File: src/rtl/datapath_sequencer.sv
// datapath_sequencer
//
// Multi-cycle command sequencer in front of the register-file/ALU datapath.
// Accepts one command at a time over a valid/ready handshake and drives the
// datapath addresses, ALU function, write data and write enable. Supports
// LOADI (immediate write), ALU (dst <= src1 op src2) and REPEAT
// (dst <= dst op src2, cmd_count times). Reports completion with a one-cycle
// done pulse and keeps the zero status of the most recent register write.
//
// Ports:
//   clock, reset            single clock, synchronous active-high reset
//   cmd_valid / cmd_ready   command handshake
//   cmd_op                  00 NOP, 01 LOADI, 10 ALU, 11 REPEAT
//   cmd_alufn               ALU function code forwarded to the datapath
//   cmd_dst/src1/src2       register addresses (AW bits)
//   cmd_imm                 immediate for LOADI (Dbits)
//   cmd_count               REPEAT iteration count (0-15)
//   RegWrite                datapath write enable
//   ReadAddr1/2, WriteAddr  datapath register addresses
//   ALUFN                   datapath ALU function
//   WriteData               datapath write data
//   ALUResult, FlagZ        combinational result and zero flag from datapath
//   busy                    command in progress
//   done                    one-cycle pulse at command completion
//   zero_flag               zero status of the most recent register write
//
// state | meaning
// ------+------------------------------------------------------------
// IDLE  | waiting for a command, cmd_ready high
// EXEC  | driving datapath writes (one for LOADI/ALU, N for REPEAT)
// DONE  | done pulse, returns to IDLE on the next edge

module datapath_sequencer #(
    parameter  int Nloc  = 32,
    parameter  int Dbits = 8,
    localparam int AW    = $clog2(Nloc)
) (
    input  logic             clock,
    input  logic             reset,

    input  logic             cmd_valid,
    output logic             cmd_ready,
    input  logic [1:0]       cmd_op,
    input  logic [4:0]       cmd_alufn,
    input  logic [AW-1:0]    cmd_dst,
    input  logic [AW-1:0]    cmd_src1,
    input  logic [AW-1:0]    cmd_src2,
    input  logic [Dbits-1:0] cmd_imm,
    input  logic [3:0]       cmd_count,

    output logic             RegWrite,
    output logic [AW-1:0]    ReadAddr1,
    output logic [AW-1:0]    ReadAddr2,
    output logic [AW-1:0]    WriteAddr,
    output logic [4:0]       ALUFN,
    output logic [Dbits-1:0] WriteData,
    input  logic [Dbits-1:0] ALUResult,
    input  logic             FlagZ,

    output logic             busy,
    output logic             done,
    output logic             zero_flag
);

    localparam logic [1:0] OP_NOP    = 2'b00;
    localparam logic [1:0] OP_LOADI  = 2'b01;
    localparam logic [1:0] OP_ALU    = 2'b10;
    localparam logic [1:0] OP_REPEAT = 2'b11;

    typedef enum logic [1:0] {
        IDLE = 2'b00,
        EXEC = 2'b01,
        DONE = 2'b10
    } state_t;

    state_t state;
    state_t next_state;

    logic [1:0]       lat_op;
    logic [4:0]       lat_alufn;
    logic [AW-1:0]    lat_dst;
    logic [AW-1:0]    lat_src1;
    logic [AW-1:0]    lat_src2;
    logic [Dbits-1:0] lat_imm;
    logic [3:0]       remaining;
    logic             zero_reg;

    logic accept;
    logic skip_exec;

    // Handshake only completes while out of reset and idle; cmd_ready is
    // gated by reset so a command can never be taken on a reset edge.
    assign accept    = cmd_valid && cmd_ready;

    // NOP and a zero-count REPEAT have nothing to write, so they bypass EXEC.
    assign skip_exec = (cmd_op == OP_NOP) ||
                       ((cmd_op == OP_REPEAT) && (cmd_count == 4'd0));

    // ------------------------------------------------------------------
    // State register
    // ------------------------------------------------------------------
    always_ff @(posedge clock) begin
        if (reset) begin
            state <= IDLE;
        end else begin
            state <= next_state;
        end
    end

    // ------------------------------------------------------------------
    // Next-state logic
    // ------------------------------------------------------------------
    always_comb begin
        next_state = state;
        case (state)
            IDLE: begin
                if (accept) begin
                    next_state = skip_exec ? DONE : EXEC;
                end
            end
            EXEC: begin
                // REPEAT stays while more than one iteration is left; the
                // cycle with remaining == 1 performs the final write.
                if ((lat_op == OP_REPEAT) && (remaining > 4'd1)) begin
                    next_state = EXEC;
                end else begin
                    next_state = DONE;
                end
            end
            DONE:    next_state = IDLE;
            default: next_state = IDLE;
        endcase
    end

    // ------------------------------------------------------------------
    // Command latch, iteration counter and zero flag
    // ------------------------------------------------------------------
    always_ff @(posedge clock) begin
        if (reset) begin
            lat_op    <= '0;
            lat_alufn <= '0;
            lat_dst   <= '0;
            lat_src1  <= '0;
            lat_src2  <= '0;
            lat_imm   <= '0;
            remaining <= '0;
            zero_reg  <= 1'b0;
        end else begin
            if (accept) begin
                lat_op    <= cmd_op;
                lat_alufn <= cmd_alufn;
                lat_dst   <= cmd_dst;
                lat_src1  <= cmd_src1;
                lat_src2  <= cmd_src2;
                lat_imm   <= cmd_imm;
                remaining <= cmd_count;
            end
            if (state == EXEC) begin
                case (lat_op)
                    OP_LOADI: zero_reg <= (lat_imm == '0);
                    OP_ALU:   zero_reg <= FlagZ;
                    OP_REPEAT: begin
                        zero_reg  <= FlagZ;
                        remaining <= remaining - 4'd1;
                    end
                    default: zero_reg <= zero_reg;
                endcase
            end
        end
    end

    // ------------------------------------------------------------------
    // Output logic
    // ------------------------------------------------------------------
    always_comb begin
        cmd_ready = 1'b0;
        RegWrite  = 1'b0;
        busy      = 1'b0;
        done      = 1'b0;
        WriteData = ALUResult;
        ALUFN     = lat_alufn;
        WriteAddr = lat_dst;
        ReadAddr2 = lat_src2;
        // REPEAT reads its own destination so each pass accumulates in place.
        ReadAddr1 = (lat_op == OP_REPEAT) ? lat_dst : lat_src1;

        case (state)
            IDLE: cmd_ready = !reset;
            EXEC: begin
                busy     = !reset;
                RegWrite = !reset;
                if (lat_op == OP_LOADI) begin
                    WriteData = lat_imm;
                end
            end
            DONE: begin
                busy = !reset;
                done = !reset;
            end
            default: begin
                cmd_ready = 1'b0;
            end
        endcase
    end

    assign zero_flag = zero_reg;

endmodule

File: config.mk
export PLATFORM = sky130hd
export DESIGN_NAME = datapath_sequencer
export DESIGN_NICKNAME = d
export VERILOG_FILES = /design/src/rtl/datapath_sequencer.sv
export SDC_FILE = /design/constraint.sdc
export NUM_CORES = 1
export LEC_CHECK = 0
export BUFFER_PORTS_ARGS = -buffer_cell sky130_fd_sc_hd__buf_4
export CORE_MARGIN = 1.5
export CORE_UTILIZATION = 50
export CTS_CLUSTER_SIZE = 16
export DETAILED_ROUTE_END_ITERATION = 10
export PLACE_DENSITY = 0.93
export SETUP_SLACK_MARGIN = 0.05
export SLEW_MARGIN = 0
export SYNTH_ARGS = -nofsm -noshare
export SYNTH_HDL_FRONTEND = slang
export SYNTH_SLANG_ARGS = --single-unit
File: constraint.sdc
create_clock -name clock -period 4 [get_ports clock]
set_input_delay 0.4 -clock clock [delete_from_list [all_inputs] [get_ports clock]]
set_output_delay 0.4 -clock clock [all_outputs]
set_load 0.01 [all_outputs]
Yosys cells after proc, flatten, opt, wreduce, memory -nomap -nowiden
Cells that the tools add are included.

Input bits: 46. Register bits: 37.

Order comparisons: 1. Reduce and logical (&&, ||, !) cells: 13. Mux-type cells: 15. Add/subtract/negate cells: 1. Equality and inequality tests: 7.

Operators by type and width (number): 2-to-1 mux 8 bit (2); 2-to-1 mux 4 bit (3); == test 2 bit (second input constant) (4); zero test 8 bit (1); 2-to-1 mux 2 bit (3); 2-to-1 mux 5 bit (1); == test 2 x 1 -> 1 bit (second input constant) (2); greater-than comparator 4 x 1 -> 1 bit (second input constant) (1); zero test 2 bit (2); zero test 4 bit (1); 2-to-1 mux 1 bit (4); case mux 2 bit (2 select lines) (1); OR reduction 2 bit (2); subtractor 4 x 1 -> 4 bit (second input constant) (1); logical AND 1 bit (3); != test 2 bit (second input constant) (1); case mux 1 bit (2 select lines) (1); AND reduction 2 bit (1); nonzero test 2 bit (1); zero test 1 bit (1); logical OR 1 bit (1).

Logic depth before layout (Yosys ltp)
Depth in word-level cells: 6. Gate-level depth with buffers: 7. Mapped depth without buffers: 6.

Worst setup path before layout
No wires, ideal clock.

Kind: register to output. Start: reg state[1]. End: out WriteData[0]. Setup slack: 2444 ps. Path buffers: 0. Arrival: 1156 ps. Stages on the path, launching flop included: 5. Cell sequence: dfxtp_1 > inv_1 > ha_1 > nand3b_2 > mux2_2.

Word-level cells in the longest chain between the ends: 2.

RTL lines: from (decl) (line 76) `state_t state;`; from (signal assigned) (line 106) `state <= next_state;`; == test 2 x 1 -> 1 bit (line 187) `case (state)`; 2-to-1 mux 8 bit (line 187); to (decl) (line 56) `output logic [Dbits-1:0] WriteData,`.

No other way between the ends.

Worst setup path after layout
Start: reg state[1]. End: out WriteData[6].

The elaborated chain is that of the path after synthesis.

==> out/metrics.csv <==
stage,metric,value,unit
sta,RSZ-0062 raised after global routing,no,
detailed_routing,drt via density,5.082,
global_route,vias in the first global route,1542,
global_route,gr usage total,21.45,%
yosys,Mapped Nets,261,
yosys,Synth Flop Type,dfxtp_1,
global_route,first-pass GRT wire length,6.762,mm
final_layout,"commonest non-fill, non-tap cell in the layout",buf_4,
critical_path,worst-path fanout max,8,
critical_path,max incr delay on CP,0.38,ns
final_layout,n_diodes,0,
detailed_routing,post-DR wirelength/cell,12.49,um
global_route,largest net degree at the start of global routing,67,
detailed_routing,remaining antenna violation count,0,
detailed_routing,TritonRoute pass-1 iters,4,
run_status,status,"complete, no violations",
pwr,sequential power share,48.9,%
critical_path,Worst path slowest cell,mux2_2,
die,Die Span X,62.82,um
die,core area,3390,sq um
clocking,clock latency on the worst-skew pair,0.35,ns
yosys,Post-synth EDFFs,0,
detailed_routing,DRT iter0 DRCs,88,
yosys,Yosys cell types,32,
placement,Routability Congestion,0.8229,
final_layout,area grow syn2layout,35.45,%
clocking,clock buffer depth,2,
sta,WHS,0.2335,ns
detailed_routing,DRC viols,0,
sta,setup_tns,0,ns
critical_path,Crit path required time,3.60,ns
yosys,cell area after synthesis,1789,sq um
run,max-cap check violation count,0,
yosys,Ys Warns,0,
clocking,CTS H-tree depth,2,
pwr,logic gate share of total power,29.3,%
pwr,Internal Dissipation,0.6449,mW
global_route,grt ovf,0,
sta,fin crit share,54.67,%
clocking,Post-CTS Hold Fix Bufs,0,
clocking,Post-CTS Resized,0,
sta,skew final,0.01828,ns
clocking,root buf cell,clkbuf_4,
critical_path,Startpoint Class,register,
critical_path,Buf/Inv on CP,2,
sta,Max Fclk,457.3,MHz
pwr,clock share of power,21.8,%
die,# IOs,79,
pwr,net switching power,0.2814,mW
detailed_routing,via count,1677,
critical_path,critical path's top delay family,multiplexers,
sta,"Hold Violations, Final",0,
detailed_routing,Final Routed Wirelength,4.123,mm
yosys,cell count after synthesis,210,
placement,Placed Instances,323,
placement,number of port buffers,78,
sta,fin crit period,2.187,ns
sta,"Slew Viols, Final",0,
pwr,PD cells,382.2,nW/um^2
worst_hold_path,Hold Path Class,in2reg,
yosys,syn_area_per_cell,8.520,sq um
pwr,Switching Share,30.38,%
yosys,post-synthesis sequential area ratio,41.40,%
final_layout,final std cells w/o fill,330,
die,Vert. Die Dim,62.82,um
die,Initial Utilization,52.79,%
critical_path,"Cell Chain, Critical Path",inv_1 -> ha_1 -> nand3b_2 -> mux2_2 -> buf_4,
die,row count,21,
pwr,VDD IR max,0.0002243,V
die,die area,3946,sq um
pwr,Leakage,1.041,nW
critical_path,WS Path Type,reg2out,
final_layout,Final nets,335,
clocking,clock transition at the registers of the reported paths,0.12,ns
global_route,initial antenna violation count,0,
final_layout,share of cells above drive strength 1,36.27,%
critical_path,Worst setup EP type,output pin,
pwr,total power draw,0.9263,mW
yosys,Yosys reg bits,37,
sta,Worst-Margin Slew,0.9683,ns
clocking,CTS tree,built,
clocking,postcts setup bufs,0,
placement,Detail Placement HPWL,2.942,mm
sta,# setup viols final,0,
sta,Slew headroom,35.44,%
clocking,TritonCTS sink count,37,
yosys,Post-synth ARST share,0,%
critical_path,critical path data arrival time,1.79,ns
final_layout,most frequent cells in the layout,"buf_4 (78), dfxtp_1 (37), nand2_1 (35), o21ai_0 (34), nand2b_1 (31)",
clocking,CTS Buf Count,5,
-- worst register-to-register path: cells and delay by family, from the launching register on --
kind	cells	cell delay, ns
simple gates	1	0.86
compound gates	2	0.44
flops	1	0.35
fa+ha+maj	1	0.21
buf+inv	1	0.08
-- power groups by stage --
stage	combinational [mW]	clock, mW	sequential, mW
detailed placement	0.272	0	0.461
floorplan	0.151	0	0.463
global route	0.302	0.224	0.460
CTS	0.274	0.206	0.453
finish	0.271	0.202	0.453
global placement	0.265	0	0.460
-- cell type report --
cell class | instances | area (sq um)
multi-input combinational | 157 | 965.9
clock buffer | 7 | 55.05
fill | 272 | 965.9
timing repair buffer | 78 | 585.6
inverter | 5 | 18.77
sequential | 37 | 740.7
tap | 46 | 57.56
-- through the flow --
| stage | cell area (sq um) | setup slack [ns] | util, % |
|---|---|---|---|
| 3_5_place_dp | 2369 | 1.904 | 69.88 |
| 2_1_floorplan | 1789 | 2.444 | - |
| 3_3_place_gp | 2369 | 1.969 | 69.88 |
| 5_1_grt | 2424 | 1.687 | 71.50 |
| 6_report | 2424 | 1.813 | 71.50 |
| 4_1_cts | 2424 | 1.809 | 71.50 |
-- kinds of logic (layout without fill, tap and decap cells) --
kind of cell / after synthesis / in the layout / share of synthesized area [%]
fa+ha+maj: 5 / 5 / 3.497
flops: 37 / 37 / 41.40
simple gates: 91 / 91 / 26.08
xor+xnor: 1 / 1 / 0.4896
compound gates: 47 / 47 / 15.66
mux: 13 / 13 / 8.182
buf+inv: 16 / 90 / 4.685
-- registers in the layout, indices dropped and copies added, names as in the netlist --
name       cells
lat_imm        8
ReadAddr2      5
remaining      4
WriteAddr      5
lat_src1       5
ALUFN          5
lat_op         2
zero_flag      1
state          2
-- routing by layer --
| layer | vias to the layer above | GRT usage [%] | wire length, um | part of all wire (%) |
|---|---|---|---|---|
| met5 | - | 0 | 0 | 0 |
| met3 | 8 | 5.045 | 262 | 6.4 |
| met1 | 754 | 25.87 | 1721 | 42 |
| li1 | 856 | - | - | - |
| met2 | 59 | 36.02 | 2076 | 50 |
| met4 | 0 | 10.00 | 63 | 1.5 |
-- worst paths after layout --
path	slack, ns	cells past startpoint	from	to
hold / removal	0.23	3	cmd_src1[1]	lat_src1[1]
hold reg to reg	0.48	2	zero_flag	zero_flag
setup / recovery	1.81	5	state[1]	WriteData[6]
setup reg to reg	1.97	5	state[0]	remaining[0]
-- cell usage after synthesis (2+ instances only) --
library cell | count | area share (%)
nor3_1 | 3 | 0.84
nand3_1 | 2 | 0.56
dfxtp_1 | 37 | 41
nand2b_1 | 31 | 11
a211oi_1 | 3 | 1.3
clkbuf_1 | 6 | 1.3
mux2_2 | 13 | 8.2
nor2_1 | 7 | 1.5
buf_4 | 2 | 0.84
o21ai_0 | 34 | 9.5
nor4_1 | 2 | 0.70
buf_6 | 2 | 1.3
nor2b_1 | 4 | 1.4
a211oi_2 | 2 | 1.4
a21oi_1 | 2 | 0.56
nand2_1 | 35 | 7.3
and3_1 | 2 | 0.70
ha_1 | 5 | 3.5
inv_1 | 5 | 1.0
Power figures use the tool's default switching activity.
